`config.mk`:
```
export PLATFORM = sky130hd
export DESIGN_NAME = arm_execute_stage
export DESIGN_NICKNAME = d
export VERILOG_FILES = /design/src/rtl/arm_exec_pkg.sv /design/src/rtl/arm_cond_check.sv /design/src/rtl/arm_execute_stage.sv
export SDC_FILE = /design/constraint.sdc
export NUM_CORES = 1
export LEC_CHECK = 0
export CAP_MARGIN = 20
export CORE_MARGIN = 4
export CORE_UTILIZATION = 30
export CTS_BUF_LIST = sky130_fd_sc_hd__clkbuf_4
export CTS_CLUSTER_SIZE = 8
export DETAILED_ROUTE_END_ITERATION = 12
export DONT_BUFFER_PORTS = 1
export PLACE_DENSITY = 0.43
export SYNTH_ARGS = -nofsm -noshare
export SYNTH_HDL_FRONTEND = slang
export SYNTH_SLANG_ARGS = --single-unit
```
`constraint.sdc`:
```
create_clock -name clk -period 10.7 [get_ports clk]
set_clock_uncertainty 0.15 [all_clocks]
set_input_delay 1.605 -clock clk [delete_from_list [all_inputs] [get_ports clk]]
set_output_delay 1.605 -clock clk [all_outputs]
set_load 0.05 [all_outputs]
```
`src/rtl/arm_exec_pkg.sv`:
```
// arm_exec_pkg
//   Shared constants for the ARM execute stage: data-processing opcodes,
//   condition codes, NZCV flag bit positions and the execute FSM state type.
//   No ports (package).
package arm_exec_pkg;

  // Data-processing opcodes (ARM encoding)
  localparam logic [3:0] OP_AND = 4'h0;
  localparam logic [3:0] OP_EOR = 4'h1;
  localparam logic [3:0] OP_SUB = 4'h2;
  localparam logic [3:0] OP_RSB = 4'h3;
  localparam logic [3:0] OP_ADD = 4'h4;
  localparam logic [3:0] OP_ADC = 4'h5;
  localparam logic [3:0] OP_SBC = 4'h6;
  localparam logic [3:0] OP_RSC = 4'h7;
  localparam logic [3:0] OP_TST = 4'h8;
  localparam logic [3:0] OP_TEQ = 4'h9;
  localparam logic [3:0] OP_CMP = 4'hA;
  localparam logic [3:0] OP_CMN = 4'hB;
  localparam logic [3:0] OP_ORR = 4'hC;
  localparam logic [3:0] OP_MOV = 4'hD;
  localparam logic [3:0] OP_BIC = 4'hE;
  localparam logic [3:0] OP_MVN = 4'hF;

  // Condition codes
  localparam logic [3:0] COND_EQ = 4'h0;
  localparam logic [3:0] COND_NE = 4'h1;
  localparam logic [3:0] COND_CS = 4'h2;
  localparam logic [3:0] COND_CC = 4'h3;
  localparam logic [3:0] COND_MI = 4'h4;
  localparam logic [3:0] COND_PL = 4'h5;
  localparam logic [3:0] COND_VS = 4'h6;
  localparam logic [3:0] COND_VC = 4'h7;
  localparam logic [3:0] COND_HI = 4'h8;
  localparam logic [3:0] COND_LS = 4'h9;
  localparam logic [3:0] COND_GE = 4'hA;
  localparam logic [3:0] COND_LT = 4'hB;
  localparam logic [3:0] COND_GT = 4'hC;
  localparam logic [3:0] COND_LE = 4'hD;
  localparam logic [3:0] COND_AL = 4'hE;
  localparam logic [3:0] COND_NV = 4'hF;

  // NZCV bit positions
  localparam int FLAG_N = 3;
  localparam int FLAG_Z = 2;
  localparam int FLAG_C = 1;
  localparam int FLAG_V = 0;

  typedef enum logic {
    ST_IDLE = 1'b0,
    ST_MUL  = 1'b1
  } exec_state_t;

endpackage

```
`src/rtl/arm_cond_check.sv`:
```
// arm_cond_check
//   Combinational ARM condition-field evaluation against NZCV.
//   Ports:
//     cond  [3:0] in  condition field
//     flags [3:0] in  NZCV, bit 3 = N
//     pass        out condition holds (NV never passes)
module arm_cond_check
  import arm_exec_pkg::*;
(
  input  logic [3:0] cond,
  input  logic [3:0] flags,
  output logic       pass
);

  logic n, z, c, v;

  assign n = flags[FLAG_N];
  assign z = flags[FLAG_Z];
  assign c = flags[FLAG_C];
  assign v = flags[FLAG_V];

  always_comb begin
    pass = 1'b0;
    case (cond)
      COND_EQ: pass = z;
      COND_NE: pass = !z;
      COND_CS: pass = c;
      COND_CC: pass = !c;
      COND_MI: pass = n;
      COND_PL: pass = !n;
      COND_VS: pass = v;
      COND_VC: pass = !v;
      COND_HI: pass = c && !z;
      COND_LS: pass = !c || z;
      COND_GE: pass = (n == v);
      COND_LT: pass = (n != v);
      COND_GT: pass = !z && (n == v);
      COND_LE: pass = z || (n != v);
      COND_AL: pass = 1'b1;
      COND_NV: pass = 1'b0;
      default: pass = 1'b0;
    endcase
  end

endmodule

```
`src/rtl/arm_execute_stage.sv`:
```
// arm_execute_stage
//   ARM data-processing execute stage. Performs the ALU op on Rn and the
//   shifted operand, evaluates the condition against the NZCV register it
//   owns, and presents a registered result over valid/ready.
//   Optional iterative multiplier enabled by macro ARM_MUL_EN; without it a
//   mul_op is a NOP (out_valid, wr_en=0, flags unchanged).
//
//   Ports:
//     clk, rst_n               clock / async active-low reset
//     in_valid, in_ready       issue handshake
//     alu_op, s_bit, cond      opcode, set-flags, condition field
//     mul_op                   multiply request
//     src1, src2_shifted, rd_in operands and destination
//     flush                    kill held result and same-cycle accept
//     out_valid, out_ready     writeback handshake
//     result, rd_out, wr_en    registered writeback payload
//     flags                    current NZCV (bit 3 = N)
//
//   state   | meaning
//   --------+------------------------------------------------------
//   ST_IDLE | accepting ops, single-cycle ALU path
//   ST_MUL  | iterative shift-add multiply, one multiplier bit/cycle
module arm_execute_stage
  import arm_exec_pkg::*;
#(
  parameter int DATA_W     = 32,
  parameter int REG_ADDR_W = 4
) (
  input  logic                  clk,
  input  logic                  rst_n,
  input  logic                  in_valid,
  output logic                  in_ready,
  input  logic [3:0]            alu_op,
  input  logic                  s_bit,
  input  logic [3:0]            cond,
  input  logic                  mul_op,
  input  logic [DATA_W-1:0]     src1,
  input  logic [DATA_W-1:0]     src2_shifted,
  input  logic [REG_ADDR_W-1:0] rd_in,
  input  logic                  flush,
  output logic                  out_valid,
  input  logic                  out_ready,
  output logic [DATA_W-1:0]     result,
  output logic [REG_ADDR_W-1:0] rd_out,
  output logic                  wr_en,
  output logic [3:0]            flags
);

  localparam int CNT_W = $clog2(DATA_W);
  localparam logic [CNT_W-1:0] CNT_LAST = CNT_W'(DATA_W - 1);
  localparam logic [CNT_W-1:0] CNT_ONE  = CNT_W'(1);

  exec_state_t state;

  logic                  cond_pass;
  logic                  accept;
  logic                  mul_start;

  logic [DATA_W-1:0]     add_a, add_b;
  logic                  add_cin;
  logic                  is_arith;
  logic                  is_test;
  logic [DATA_W:0]       sum;
  logic [DATA_W-1:0]     alu_res;
  logic [3:0]            alu_flags;

  logic [DATA_W-1:0]     mul_acc, mul_mcand, mul_mplier, mul_acc_nxt;
  logic [CNT_W-1:0]      mul_cnt;
  logic                  mul_s;
  logic [REG_ADDR_W-1:0] mul_rd;

  arm_cond_check u_cond (
    .cond  (cond),
    .flags (flags),
    .pass  (cond_pass)
  );

  assign in_ready = (state == ST_IDLE) && (!out_valid || out_ready);
  assign accept   = in_valid && in_ready && !flush;

`ifdef ARM_MUL_EN
  // A failing condition skips the multiply and goes straight to output.
  assign mul_start = cond_pass;
`else
  assign mul_start = 1'b0;
`endif

  assign is_test = (alu_op == OP_TST) || (alu_op == OP_TEQ) ||
                   (alu_op == OP_CMP) || (alu_op == OP_CMN);

  // Every arithmetic op is a + b + cin; subtraction inverts one side so that
  // carry out is NOT borrow.
  always_comb begin
    add_a    = src1;
    add_b    = src2_shifted;
    add_cin  = 1'b0;
    is_arith = 1'b1;
    case (alu_op)
      OP_SUB, OP_CMP: begin add_b = ~src2_shifted; add_cin = 1'b1; end
      OP_RSB: begin add_a = src2_shifted; add_b = ~src1; add_cin = 1'b1; end
      OP_ADD, OP_CMN: add_cin = 1'b0;
      OP_ADC: add_cin = flags[FLAG_C];
      OP_SBC: begin add_b = ~src2_shifted; add_cin = flags[FLAG_C]; end
      OP_RSC: begin add_a = src2_shifted; add_b = ~src1; add_cin = flags[FLAG_C]; end
      default: is_arith = 1'b0;
    endcase
  end

  assign sum = {1'b0, add_a} + {1'b0, add_b} + {{DATA_W{1'b0}}, add_cin};

  always_comb begin
    alu_res = sum[DATA_W-1:0];
    case (alu_op)
      OP_AND, OP_TST: alu_res = src1 & src2_shifted;
      OP_EOR, OP_TEQ: alu_res = src1 ^ src2_shifted;
      OP_ORR:         alu_res = src1 | src2_shifted;
      OP_MOV:         alu_res = src2_shifted;
      OP_BIC:         alu_res = src1 & ~src2_shifted;
      OP_MVN:         alu_res = ~src2_shifted;
      default:        alu_res = sum[DATA_W-1:0];
    endcase
  end

  always_comb begin
    alu_flags         = flags;
    alu_flags[FLAG_N] = alu_res[DATA_W-1];
    alu_flags[FLAG_Z] = (alu_res == '0);
    if (is_arith) begin
      alu_flags[FLAG_C] = sum[DATA_W];
      alu_flags[FLAG_V] = (add_a[DATA_W-1] == add_b[DATA_W-1]) &&
                          (sum[DATA_W-1] != add_a[DATA_W-1]);
    end
  end

  assign mul_acc_nxt = mul_acc + (mul_mplier[0] ? mul_mcand : '0);

  always_ff @(posedge clk or negedge rst_n) begin
    if (!rst_n) begin
      state      <= ST_IDLE;
      out_valid  <= 1'b0;
      result     <= '0;
      rd_out     <= '0;
      wr_en      <= 1'b0;
      flags      <= 4'b0000;
      mul_acc    <= '0;
      mul_mcand  <= '0;
      mul_mplier <= '0;
      mul_cnt    <= '0;
      mul_s      <= 1'b0;
      mul_rd     <= '0;
    end else if (flush) begin
      state     <= ST_IDLE;
      out_valid <= 1'b0;
    end else begin
      case (state)
        ST_IDLE: begin
          if (accept) begin
            if (mul_op && mul_start) begin
              state      <= ST_MUL;
              out_valid  <= 1'b0;
              mul_acc    <= '0;
              mul_mcand  <= src1;
              mul_mplier <= src2_shifted;
              mul_cnt    <= CNT_LAST;
              mul_s      <= s_bit;
              mul_rd     <= rd_in;
            end else if (mul_op) begin
              out_valid <= 1'b1;
              result    <= '0;
              rd_out    <= rd_in;
              wr_en     <= 1'b0;
            end else begin
              out_valid <= 1'b1;
              result    <= alu_res;
              rd_out    <= rd_in;
              wr_en     <= cond_pass && !is_test;
              if (cond_pass && (is_test || s_bit))
                flags <= alu_flags;
            end
          end else if (out_ready) begin
            out_valid <= 1'b0;
          end
        end
        ST_MUL: begin
          mul_acc    <= mul_acc_nxt;
          mul_mcand  <= mul_mcand << 1;
          mul_mplier <= mul_mplier >> 1;
          mul_cnt    <= mul_cnt - CNT_ONE;
          if (mul_cnt == '0) begin
            state     <= ST_IDLE;
            out_valid <= 1'b1;
            result    <= mul_acc_nxt;
            rd_out    <= mul_rd;
            wr_en     <= 1'b1;
            if (mul_s) begin
              flags[FLAG_N] <= mul_acc_nxt[DATA_W-1];
              flags[FLAG_Z] <= (mul_acc_nxt == '0);
            end
          end
        end
        default: state <= ST_IDLE;
      endcase
    end
  end

endmodule

```
### Yosys cells after proc, flatten, opt, wreduce, memory -nomap -nowiden

Index checks and enable logic that the tools add are counted.
Widths: inputs -> output; s select.

| storage, ports and cells | value |
|---|---|
| register bits | 144 |
| bits of input ports | 83 |
| output and inout port bits | 43 |
| word-level logic and storage cells | 136 |

| cells by class | value |
|---|---|
| add/sub/neg operators | 4 |
| eq/ne operators | 40 |
| mux-type cells | 34 |
| bitwise operators | 9 |
| reduce and logical (&&, ||, !) cells | 38 |

Operators by type and width:

| cell | count |
|---|---|
| $mux 32 | 8 |
| $pmux 32 s6 | 1 |
| $pmux 32 s2 | 2 |
| $and 32x32->32 | 2 |
| $eq 4x4->1 const B | 16 |
| $not 32->32 | 2 |
| $add 32x32->33 | 1 |
| $add 33x1->33 | 1 |
| $add 32x32->32 | 1 |
| $eq 4x3->1 const B | 8 |
| $logic_not 32->1 | 1 |
| $or 32x32->32 | 1 |
| $xor 32x32->32 | 1 |
| $mux 4 | 5 |
| $eq 4x2->1 const B | 4 |
| $pmux 1 s16 | 1 |
| $reduce_and 6->1 | 2 |
| $mux 1 | 9 |
| $reduce_or 3->1 | 3 |
| $eq 4x1->1 const B | 2 |
| $logic_and 1x1->1 | 8 |
| $logic_not 4->1 | 2 |
| $pmux 1 s2 | 4 |
| $pmux 4 s2 | 1 |
| 17 further kinds | 39 |

### Longest topological paths before layout

Gate-level depths: netlist of the first run.

| logic depth | value |
|---|---|
| depth after elaboration | 12 |
| gate-level depth with buffers | 21 |
| gate-level depth less buffers | 17 |

### Hierarchy

A second synthesis of the first run with hierarchy kept.

| unflattened totals | value |
|---|---|
| cells, all modules | 1,070 |
| area total of the unflattened synthesis | 7,213.2 µm² |

By module, submodules not included:

| module | times used | cells each | area an instance (µm²) | seq. area each (µm²) |
|---|---|---|---|---|
| arm_execute_stage | 1 | 1,047 | 7,058.0 | 1,201.2 |
| arm_cond_check | 1 | 23 | 155.1 | 0.0 |

### Least setup slack after synthesis of the first run

No wires, ideal clock.

| timing | value |
|---|---|
| path kind | input port to flip-flop |
| start | input port alu_op[3] |
| end | register flags[2] |
| setup time | 0.066 ns |
| arrival time | 5.991 ns |
| data required time | 10.484 ns |
| path slack | 4.493 ns |
| stages | 19 |
| buffers on the path | 5 |
| path through | clkbuf_1 > clkbuf_1 > or2_2 > clkbuf_1 > clkbuf_1 > clkbuf_1 > o21ai_0 > fa_1 > fa_1 > a211o_1 > a211o_1 > a21oi_2 > o21ai_2 > a311o_1 > a21oi_2 > o211ai_2 > a2111oi_2 > nand4_1 > nand2_1 |

| on the way | value |
|---|---|
| word-level cells in the longest chain between the ends | 11 |
| elaborated cells on any way between the ends | 39 |
| classes of those cells | 2 x add/sub; 15 x eq/ne; 8 x mux; 14 x reduce/logical |

RTL lines:

| item | RTL line | RTL |
|---|---|---|
| from (decl) | arm_execute_stage.sv:33 | `input logic [3:0] alu_op,` |
| $eq 4x4->1 (tied with other cells) | arm_execute_stage.sv:89, arm_execute_stage.sv:98 |  |
| $reduce_or 3->1 (no source line) or $reduce_or 2->1 (tied branches) | -- |  |
| $pmux 32 s2 or $mux 32 (tied branches) | arm_execute_stage.sv:98 | `case (alu_op)` |
| $add 32x32->33 | arm_execute_stage.sv:109 | `assign sum = {1'b0, add_a} + {1'b0, add_b} + {{DATA_W{1'b0}}, add_cin};` |
| $add 33x1->33 | arm_execute_stage.sv:109 |  |
| $pmux 32 s6 | arm_execute_stage.sv:113 | `case (alu_op)` |
| $logic_not 32->1 | arm_execute_stage.sv:127 | `alu_flags[FLAG_Z] = (alu_res == '0);` |
| $mux 4 | arm_execute_stage.sv:177 | `if (cond_pass && (is_test \|\| s_bit))` |
| $mux 4 | arm_execute_stage.sv:167 | `end else if (mul_op) begin` |
| $mux 4 | arm_execute_stage.sv:157 | `if (accept) begin` |
| $mux 2 | arm_execute_stage.sv:155 | `case (state)` |
| to (signal assigned) | arm_execute_stage.sv:178 | `flags <= alu_flags;` |
| to (signal, indexed assignment) | arm_execute_stage.sv:196 | `flags[FLAG_N] <= mul_acc_nxt[DATA_W-1];` |
| to (signal, indexed assignment) | arm_execute_stage.sv:197 | `flags[FLAG_Z] <= (mul_acc_nxt == '0);` |
| to (decl) | arm_execute_stage.sv:46 | `output logic [3:0] flags` |

Parallel ways exist; a longest one is shown, timed or not. The select of a mux whose other input is x is not followed.
A chain may end at the register's enable or synchronous reset.

### Final worst setup path of the first run

| timing | value |
|---|---|
| start | input port alu_op[1] |
| end | register flags[2] |

The elaborated chain is that of the path after synthesis.

==> results of run 1 <==
synth_stat cells (all sizes together) (10+ instances only):
master,n,area share
nor2,91,0.047
o22ai,17,0.015
dfrtp,48,0.17
o221ai,12,0.015
o21ai,137,0.095
nand4,15,0.013
nor2b,10,0.0086
xnor2,15,0.018
a22o,31,0.038
a21oi,112,0.079
o211ai,12,0.013
a211oi,14,0.015
inv,80,0.041
nor3,26,0.018
nand3,22,0.015
ha,64,0.11
nand2,114,0.059
buf,17,0.011
nor4,11,0.0095
clkbuf,59,0.031
xor2,12,0.015
a22oi,17,0.018
registers in the layout, summed over array words and instances, names as in the netlist:
register   count
rd_out         4
wr_en          1
state          1
mul_cnt        5
flags          4
out_valid      1
result        32
power groups by stage:
stage / Clock, mW / Sequential, mW / Combinational (mW)
detailed placement: 0 / 0.354 / 0.438
global placement: 0 / 0.353 / 0.440
global route: 0.120 / 0.354 / 0.494
floorplan: 0 / 0.339 / 0.334
finish: 0.111 / 0.348 / 0.447
CTS: 0.114 / 0.349 / 0.441
routing by layer:
metal,GRT usage,vias up
met3,0.04895,12
li1,-,3815
met5,0,-
met2,0.2930,300
met1,0.3248,3717
met4,0.02859,0
cells by family (layout without fill, tap and decap cells):
logic type	Yosys count	after routing	synth area share
compound gates	437	437	0.3865
simple gates	323	323	0.2011
buf+inv	158	99	0.08380
fa+ha+maj	66	66	0.1161
flops	48	48	0.1659
xor+xnor	27	27	0.03265
mux	10	10	0.01399
other cells	0	1	0
path summary, 6_finish.rpt:
| check | from | to | slack (ns) | cells past startpoint |
|---|---|---|---|---|
| max | alu_op[1] | flags[2] | 3.68 | 18 |
| min | mul_cnt[4] | mul_cnt[4] | 0.33 | 1 |
| max reg2reg | flags[1] | flags[2] | 5.79 | 16 |
| min reg2reg | mul_cnt[4] | mul_cnt[4] | 0.33 | 1 |
| max in group asynchronous | rst_n | mul_cnt[4] | 9.55 | 0 |
| min in group asynchronous | rst_n | result[23] | 0.75 | 0 |
critical path, stage by stage:
cell       delay, ns
clkinv_1        0.38
nor3_2          0.29
buf_4           0.40
inv_1           0.07
nand2_1         0.78
o21ai_0         0.25
fa_1            0.49
fa_1            0.50
a211o_1         0.33
a211o_1         0.35
a21oi_2         0.28
nor3b_1         0.16
o2111ai_1       0.25
a21boi_0        0.16
a32o_1          0.26
a2111oi_2       0.36
nand4_1         0.15
nand2_1         0.10
area by class of cell:
type                    count  area (sq um)  share of cell area
diodes                      1         2.502           0.0003327
repair buffers              9         67.56            0.008984
clock inverters             3         42.54            0.005656
inverters                  82         307.8             0.04092
flip-flops and latches     48          1201              0.1597
clock buffers               5         37.54            0.004991
multi-input cells         863          5463              0.7263
well taps                 319         399.1             0.05307
==> run summary, run 1 <==
outcome -> completed
switch share -> 0.5305
most common cell after layout, fill and taps aside -> o21ai_0
EDFF count, synth -> 0
max_slew headroom -> 0.2898
Sw Pwr -> 480.6 uW
RSZ-0062 raised after global routing -> no
CTS tree -> built
worst-margin pin slew -> 1.063 ns
Worst setup EP type -> flip-flop
cts hold-fix bufs -> 0
share of cells above drive strength 1 -> 0.03960
Fillers -> 2596
first-pass GRT wire length -> 43470 um
Leakage Power -> 3.230 nW
first-iteration detailed-routing DRC count -> 760
synthesized net count -> 1218
final worst-path cycle share -> 0.6562
Final WS setup -> 3.678 ns
Hold WS -> 0.3301 ns
starting density of the core -> 0.3067
Die Wd -> 163.4 um
Hold Vio Cnt, Final -> 0
total power -> 905.9 uW
die area -> 0.02669 sq mm
Layout area overhead -> 3.853%
Seq/Total Area, Yosys -> 0.1659
crit start category -> input pin
largest net degree at the start of global routing -> 97
Tmin final -> 7.022 ns
CTS sink cnt -> 48
Max-cap violations -> 0
TNS Setup -> 0 ns
WP data required -> 10.87 ns
Critical Path AT -> 7.19 ns
global placement routability congestion -> 0.9195
Min-Delay Path Class -> flip-flop to flip-flop
IO Port Bufs -> 0
initial antenna violation count -> 2
Slew Limit Fails -> 0
Clock Tree Root -> clkbuf_4
Int Pwr -> 425.3 uW
# H-tree levels -> 2
Mapped Cells -> 1069
met3 wire length -> 2797 um
average cell area after synthesis -> 6.775 sq um
Post-Place Cell Area -> 0.007438 sq mm
via density per instance -> 5.898
f_max -> 142.4 MHz
Cell variety after synth -> 75
final instance area -> 0.007521 sq mm
Reg power frac -> 0.384
worst vdd rail ir drop -> 0.08239 mV
TritonCTS Buffers -> 5
DR DRC count -> 0
remaining antenna violation count -> 0
total number of yosys warnings -> 0
clk slew on worst S/H paths -> 0.14 ns
1st-pass router iterations -> 6
via count -> 7844
Post-Route WL -> 29240 um
metal2 WL -> 11780 um
GRT Overall Usage -> 0.2078
clock power share -> 0.122
Layout Cells excl Fill -> 1330
PostCTS Resize Cnt -> 0
Crit Path Category -> input pin to flip-flop
Util after Layout -> 0.3185
Async SR Flop Fraction -> 1.000
Max Root-Sink Buffers -> 2
Max Used Layer -> met4
post-route met1 wirelength -> 14460 um
postcts setup bufs -> 0
hpwl dp -> 22480 um
Logic pwr share -> 0.494
final setup violating endpoints -> 0
main flop type after synthesis -> dfrtp_1
most frequent cells in the layout -> o21ai_0 (134), nand2_1 (114), a21oi_1 (109), nor2_1 (90), inv_1 (80)
core area -> 0.02361 sq mm
worst skew pair latency -> 0.37 ns
number of synthesized register bits -> 48
Remaining Overflow, GRT -> 0
Netlist Area Pre-Place -> 0.007242 sq mm
Final #Nets -> 1158
post-DR wirelength/cell -> 21.99 um
largest fanout on the critical path -> 44
FP Rows -> 56
dpl ws -> 3.318 ns
Power Dens Cells -> 120.5 mW/mm^2
I/O pin cnt -> 126
vias in the first global route -> 6961
Placed Instances -> 1321
Chip Height -> 163.4 um
No activity file was read; power rests on OpenSTA's default activity.
==> run 2: changes to the inputs <==
- ABC_AREA: default -> 1
- clock period: 10.7 -> 7 ns (I/O delays scaled with it)
==> run summary, run 2 <==
starting density of the core -> 0.3073 (was 0.3067)
via count -> 8795 (was 7844)
largest net degree at the start of global routing -> 66 (was 97)
most common cell in the netlist -> nand2_1 (was o21ai_0)
Clock Tree Root -> clkbuf_4 (unchanged)
FP Rows -> 58 (was 56)
largest fanout on the critical path -> 37 (was 44)
RSZ-0062 raised after global routing -> no (unchanged)
most frequent cells in the layout -> nand2_1 (470), inv_1 (223), nand3_1 (127), nor2_1 (98), o21ai_0 (84) (was o21ai_0 (134), nand2_1 (114), a21oi_1 (109), nor2_1 (90), inv_1 (80))
via density per instance -> 5.195 (was 5.898)
commonest cells in the netlist -> nand2_1 (470), inv_1 (223), nand3_1 (127) (was o21ai_0 (134), nand2_1 (114), a21oi_1 (109))
IO Port Bufs -> 0 (unchanged)
I/O pin cnt -> 126 (unchanged)
area of the multi-input gates -> 0.005537 sq mm (was 0.005463 sq mm)
Mapped Cells -> 1388 (was 1069)
top cells by area, synth -> nand2_1 (23%), dfrtp_1 (15%), inv_1 (11%) (was dfrtp_1 (17%), ha_1 (11%), o21ai_0 (9.3%))
Post-Route WL -> 32480 um (was 29240 um)
Most flops, register -> result (unchanged)
CTS sink cnt -> 48 (unchanged)
vias in the first global route -> 8198 (was 6961)
Leakage Power -> 4.419 nW (was 3.230 nW)
GRT Overall Usage -> 0.2199 (was 0.2078)
WP data required -> 7.18 ns (was 10.87 ns)
core area -> 0.02540 sq mm (was 0.02361 sq mm)
f_max -> 202.3 MHz
postcts setup bufs -> 0 (unchanged)
Crit Path Category -> input pin to flip-flop (unchanged)
average cell area after synthesis -> 5.623 sq um (was 6.775 sq um)
largest area contributor in the netlist -> nand2_1 (was dfrtp_1)
first-iteration detailed-routing DRC count -> 742 (was 760)
final setup violating endpoints -> 0 (unchanged)
worst vdd rail ir drop -> 0.1097 mV (was 0.08239 mV)
first-pass GRT wire length -> 49380 um (was 43470 um)
max reg flops -> 32 (unchanged)
flop2flop setup slack -> 3.25 ns (was 5.79 ns)
Slowest cell on crit path -> nand2_2 (was nand2_1)
Cell variety after synth -> 38 (was 75)
CTS tree -> built (unchanged)
dpl ws -> 1.671 ns (was 3.318 ns)
Die Wd -> 169.3 um (was 163.4 um)
outcome -> completed (unchanged)
Layout area overhead -> 4.505% (was 3.853%)
Chip Height -> 169.3 um (was 163.4 um)
number of synthesized register bits -> 48 (unchanged)
Seq/Total Area, Yosys -> 0.1539 (was 0.1659)
Final #Nets -> 1511 (was 1158)
Fillers -> 2974 (was 2596)
post-DR wirelength/cell -> 19.18 um (was 21.99 um)
Power Dens Cells -> 162.6 mW/mm^2 (was 120.5 mW/mm^2)
Reg2Reg Depth -> 20 (was 16)
initial antenna violation count -> 1 (was 2)
1st-pass router iterations -> 6 (unchanged)
die area -> 0.02866 sq mm (was 0.02669 sq mm)
Slew Limit Fails -> 0 (unchanged)
clk slew on worst S/H paths -> 0.15 ns (was 0.14 ns)
Tmin final -> 4.943 ns
Final WS setup -> 2.057 ns (was 3.678 ns)
crit start category -> input pin (unchanged)
# H-tree levels -> 2 (unchanged)
crit-path max cell delay -> 0.62 ns (was 0.78 ns)
FF+latch area -> 0.001201 sq mm (unchanged)
FF-to-FF Start -> flags[1] (unchanged)
DR DRC count -> 0 (unchanged)
most common cell after layout, fill and taps aside -> nand2_1 (was o21ai_0)
main flop type after synthesis -> dfrtp_1 (unchanged)
global placement routability congestion -> 0.8864 (was 0.9195)
R2R Path End -> flags[2] (unchanged)
total number of yosys warnings -> 0 (unchanged)
TritonCTS Buffers -> 5 (unchanged)
Regs by FF count -> result (32), mul_cnt (5) (unchanged)
Max Root-Sink Buffers -> 2 (unchanged)
Max-cap violations -> 0 (unchanged)
TNS Setup -> 0 ns (unchanged)
remaining antenna violation count -> 0 (unchanged)
Critical Path AT -> 5.12 ns (was 7.19 ns)
max_slew headroom -> 0.3735 (was 0.2898)
worst skew pair latency -> 0.38 ns (was 0.37 ns)
final worst-path cycle share -> 0.7062
crit path cell chain -> nand2_2 -> inv_2 -> o21ai_2 -> buf_4 -> o221ai_1 -> fa_1 -> fa_1 -> or2_2 -> nand3_1 -> nand3_1 -> nor2_1 -> nand2_1 -> nor2_1 -> nand2_1 -> nor2_1 -> nand3_1 -> nor2_1 -> nand3_1 -> nand2_1 (was clkinv_1 -> nor3_2 -> buf_4 -> inv_1 -> nand2_1 -> o21ai_0 -> fa_1 -> fa_1 -> a211o_1 -> a211o_1 -> a21oi_2 -> nor3b_1 -> o2111ai_1 -> a21boi_0 -> a32o_1 -> a2111oi_2 -> nand4_1 -> nand2_1)
Remaining Overflow, GRT -> 0 (unchanged)
cts hold-fix bufs -> 0 (unchanged)
Min-Delay Path Class -> input pin to asynchronous set/reset pin (was flip-flop to flip-flop)
Netlist Area Pre-Place -> 0.007805 sq mm (was 0.007242 sq mm)
hpwl dp -> 25770 um (was 22480 um)
Worst setup EP type -> flip-flop (unchanged)
synthesized net count -> 1537 (was 1218)
total power -> 1.327 mW (was 905.9 uW)
Async SR Flop Fraction -> 1.000 (unchanged)
worst-margin pin slew -> 0.9363 ns (was 1.063 ns)
Hold Vio Cnt, Final -> 0 (unchanged)
Util after Layout -> 0.3211 (was 0.3185)
PostCTS Resize Cnt -> 0 (unchanged)
EDFF count, synth -> 0 (unchanged)
share of the synthesized area in the top cell type -> 0.2260 (was 0.1659)
share of cells above drive strength 1 -> 0.03231 (was 0.03960)
run 2: cell types whose count changed in the layout (fill, tap and decap cells not counted), moves of 12 or more:
cell and delta:
nand3_1 +105, nand2_1 +356, xnor2_1 -15, o22ai_1 -12, o221ai_1 +21, o21ai_0 -50, a22oi_1 -17, a21oi_1 -53
inv_1 +143, a22o_1 -16, a211oi_1 -13
run 2: routing by layer:
metal / share of wire / vias to the layer above / global-route usage
li1: - / 4459 / -
met1: 0.45 / 4035 / 0.3022
met2: 0.47 / 271 / 0.3766
met3: 0.060 / 30 / 0.02050
met4: 0.019 / 0 / 0.04690
met5: 0 / - / 0
run 2: critical path: cells and delay by family:
| kind | cells | cell delay, ns |
|---|---|---|
| AND/OR/NAND/NOR | 13 | 1.97 |
| adder cells (fa/ha/maj) | 2 | 1.04 |
| buffers and inverters | 2 | 0.67 |
| AO/OA/AOI/OAI | 2 | 0.39 |
run 2: kinds of logic after synthesis:
| logic type | Yosys count | share of synthesized area |
|---|---|---|
| AND/OR/NAND/NOR | 758 | 0.4057 |
| buffers and inverters | 276 | 0.1382 |
| AO/OA/AOI/OAI | 222 | 0.1743 |
| adder cells (fa/ha/maj) | 66 | 0.1077 |
| flip-flops | 48 | 0.1539 |
| XOR/XNOR | 18 | 0.02020 |
run 2: worst max path at each step:
stage / startpoint / endpoint
final: alu_op[3] / flags[2]
after global routing: alu_op[3] / flags[2]
after detailed placement: alu_op[3] / flags[2]
after floorplan: alu_op[0] / flags[2]
after CTS: alu_op[3] / flags[2]
after global placement: alu_op[3] / flags[2]
run 2: final cells by class:
class / instances / share of cell area
multi-input cells: 1064 / 0.6788
flip-flops and latches: 48 / 0.1473
inverters: 232 / 0.1068
well taps: 330 / 0.05062
repair buffers: 11 / 0.01012
clock buffers: 5 / 0.004602
clock inverters: 2 / 0.001534
diodes: 1 / 0.0003068
run 2: power by group:
part / switching, mW / internal (mW) / leakage (nW)
Combinational: 0.461 / 0.222 / 3.77
Sequential: 0.198 / 0.319 / 0.618
Clock: 0.0891 / 0.0368 / 0.0271
run 2: per-stage QoR:
| step | instances | hold WS, ns | cell area (sq um) |
|---|---|---|---|
| after floorplan | 1388 | 0.2865 | 7805 |
| after global placement | 1685 | 0.3087 | 8104 |
| after detailed placement | 1685 | 0.3051 | 8104 |
| after CTS | 1692 | 0.1634 | 8154 |
| after global routing | 1693 | 0.1651 | 8157 |
| final | 1693 | 0.1977 | 8157 |
==> run 3: changes to the inputs <==
- ABC_AREA: 1 -> 0
- clock period: 7 -> 4.7 ns (I/O delays scaled with it)
==> run summary, run 3 (same netlist as run 1, synthesis figures left out) <==
outcome -> completed (unchanged)
Post-Place Cell Area -> 0.007901 sq mm (was 0.008104 sq mm)
remaining antenna violation count -> 0 (unchanged)
Layout area overhead -> 10.44% (was 4.505%)
CTS tree -> built (unchanged)
Crit path depth -> 18 (was 19)
hpwl dp -> 24210 um (was 25770 um)
max reg flops -> 32 (unchanged)
Tmin final -> 4.299 ns
1st-pass router iterations -> 8 (was 6)
Final #Nets -> 1218 (was 1511)
via density per instance -> 5.771 (was 5.195)
global placement routability congestion -> 0.8885 (was 0.8864)
Leakage Power -> 3.513 nW (was 4.419 nW)
TNS Setup -> 0 ns (unchanged)
Int Pwr -> 1.007 mW (was 577.8 uW)
share of cells above drive strength 1 -> 0.09720 (was 0.03231)
Remaining Overflow, GRT -> 0 (unchanged)
# H-tree levels -> 2 (unchanged)
first-iteration detailed-routing DRC count -> 723 (was 742)
largest net degree at the start of global routing -> 57 (was 66)
Worst setup EP type -> flip-flop (unchanged)
Reg2Reg Depth -> 17 (was 20)
Crit Path Category -> input pin to flip-flop (unchanged)
final worst-path cycle share -> 0.9147
Chip Height -> 163.4 um (was 169.3 um)
CTS sink cnt -> 48 (unchanged)
Clock Tree Root -> clkbuf_4 (unchanged)
Critical Path AT -> 4.50 ns (was 5.12 ns)
post-DR wirelength/cell -> 21.79 um (was 19.18 um)
FP Rows -> 56 (was 58)
worst-margin pin slew -> 0.8781 ns (was 0.9363 ns)
crit-path max cell delay -> 0.42 ns (was 0.62 ns)
die area -> 0.02669 sq mm (was 0.02866 sq mm)
vias in the first global route -> 7525 (was 8198)
Slew Limit Fails -> 0 (unchanged)
switch share -> 0.5297 (was 0.5645)
max_slew headroom -> 0.4124 (was 0.3735)
Sw Pwr -> 1.134 mW (was 748.8 uW)
core area -> 0.02361 sq mm (was 0.02540 sq mm)
f_max -> 232.6 MHz
WP data required -> 4.90 ns (was 7.18 ns)
most frequent cells in the layout -> o21ai_0 (133), nand2_1 (114), a21oi_1 (109), nor2_1 (90), inv_1 (80) (was nand2_1 (470), inv_1 (223), nand3_1 (127), nor2_1 (98), o21ai_0 (84))
via count -> 8021 (was 8795)
Min-Delay Path Class -> input pin to flip-flop (was input pin to asynchronous set/reset pin)
clk slew on worst S/H paths -> 0.15 ns (about the same)
clock power share -> 0.095 (about the same)
RSZ-0062 raised after global routing -> no (unchanged)
Regs by FF count -> result (32), mul_cnt (5) (unchanged)
Power Dens Cells -> 267.7 mW/mm^2 (was 162.6 mW/mm^2)
crit path cell chain -> and2_1 -> nor3_4 -> inv_1 -> nand2_1 -> o21ai_0 -> fa_2 -> fa_2 -> a211o_1 -> a21oi_1 -> buf_4 -> xor2_1 -> o21ai_0 -> nor4_1 -> nand4_1 -> nor4_1 -> buf_4 -> nand4_1 -> nand2_1 (was nand2_2 -> inv_2 -> o21ai_2 -> buf_4 -> o221ai_1 -> fa_1 -> fa_1 -> or2_2 -> nand3_1 -> nand3_1 -> nor2_1 -> nand2_1 -> nor2_1 -> nand2_1 -> nor2_1 -> nand3_1 -> nor2_1 -> nand3_1 -> nand2_1)
Hold Vio Cnt, Final -> 0 (unchanged)
final instance area -> 0.007998 sq mm (was 0.008157 sq mm)
worst vdd rail ir drop -> 0.1240 mV (was 0.1097 mV)
Die Wd -> 163.4 um (was 169.3 um)
first-pass GRT wire length -> 46510 um (was 49380 um)
hold path depth -> 1
TritonCTS Buffers -> 5 (unchanged)
GRT Overall Usage -> 0.2234 (was 0.2199)
I/O pin cnt -> 126 (unchanged)
Top delay family on crit path -> simple AND/OR/NAND/NOR gates (unchanged)
Slowest cell on crit path -> nor4_1 (was nand2_2)
worst skew pair latency -> 0.40 ns (was 0.38 ns)
most common cell after layout, fill and taps aside -> o21ai_0 (was nand2_1)
Most flops, register -> result (unchanged)
Reg power frac -> 0.360 (was 0.390)
Logic pwr share -> 0.544 (was 0.515)
starting density of the core -> 0.3067 (was 0.3073)
total power -> 2.141 mW (was 1.327 mW)
Max-cap violations -> 0 (unchanged)
initial antenna violation count -> 1 (unchanged)
largest fanout on the critical path -> 18 (was 37)
final setup violating endpoints -> 0 (unchanged)
crit start category -> input pin (unchanged)
Post-Route WL -> 30290 um (was 32480 um)
Max Root-Sink Buffers -> 2 (unchanged)
CP bufs+invs -> 3 (was 2)
postcts setup bufs -> 0 (unchanged)
DR DRC count -> 0 (unchanged)
IO Port Bufs -> 0 (unchanged)
==> run 3: cell types whose count changed in the layout (fill, tap and decap cells not counted), moves of 10 or more <==
cell      change
o21ai_0      +49
nand2_1     -356
o221ai_1     -21
nor3_1       +10
nand3_1     -105
xnor2_1      +15
o22ai_1      +12
a211oi_1     +13
a21oi_1      +53
buf_4        +56
a22o_1       +16
nor2b_1      +10
a22oi_1      +17
inv_1       -143
==> run 3: cell type report <==
type                    instances  area, sq um
diodes                          1        2.502
clock buffers                   5        37.54
clock inverters                 3        18.77
fillers                      2604        15620
inverters                      82        307.8
multi-input cells             863         5490
flip-flops and latches         48         1201
well taps                     319        399.1
repair buffers                 69        540.5
==> run 3: repair_timing <==
item,in CTS,in global routing
endpoints found under the hold margin,48,0
resized for setup,0,0
hold buffers,2,0
==> run 3: path summary, 6_finish.rpt <==
path,from,to,slack (ns)
worst min-delay path,flush,out_valid,0.20
min in group asynchronous,rst_n,result[29],0.64
worst max-delay path,alu_op[3],flags[2],0.40
worst min register to register,mul_cnt[4],mul_cnt[4],0.34
max in group asynchronous,rst_n,result[10],3.53
worst max register to register,flags[1],flags[2],0.51
==> run 3: power by group through the flow <==
stage | clock network, mW | logic (mW) | registers (mW)
2_1_floorplan | 0 | 0.769 | 0.771
3_3_place_gp | 0 | 1.14 | 0.782
3_5_place_dp | 0 | 1.14 | 0.783
4_1_cts | 0.214 | 1.16 | 0.774
5_1_grt | 0.232 | 1.29 | 0.783
6_report | 0.204 | 1.17 | 0.772
==> run 3: metrics by stage <==
stage / hold slack (ns) / worst slack, ns / instances / utilization
floorplan: 0.2594 / 0.007086 / 1069 / -
global placement: 0.2612 / 0.006511 / 1379 / 0.3346
detailed placement: 0.2614 / 0.05415 / 1379 / 0.3346
CTS: 0.1705 / 0.4699 / 1389 / 0.3386
global route: 0.1528 / 0.1257 / 1390 / 0.3387
finish: 0.1978 / 0.4008 / 1390 / 0.3387
==> run 3: worst reg2reg max path: cells and delay by family, from the launching register on <==
family / cells / cell delay [ns]
buf+inv: 3 / 0.46
fa+ha+maj: 2 / 0.74
compound gates: 4 / 0.83
simple gates: 7 / 1.34
flops: 1 / 0.41
xor+xnor: 1 / 0.22
==> run 3: per-layer routing <==
layer / global-route usage / wire length, um / share of wire / vias to the layer above
met5: 0 / 0 / 0 / -
met3: 0.05299 / 2551 / 0.084 / 24
met2: 0.3309 / 12640 / 0.42 / 300
met1: 0.3336 / 14740 / 0.49 / 3755
met4: 0.03622 / 353 / 0.012 / 0
li1: - / - / - / 3942
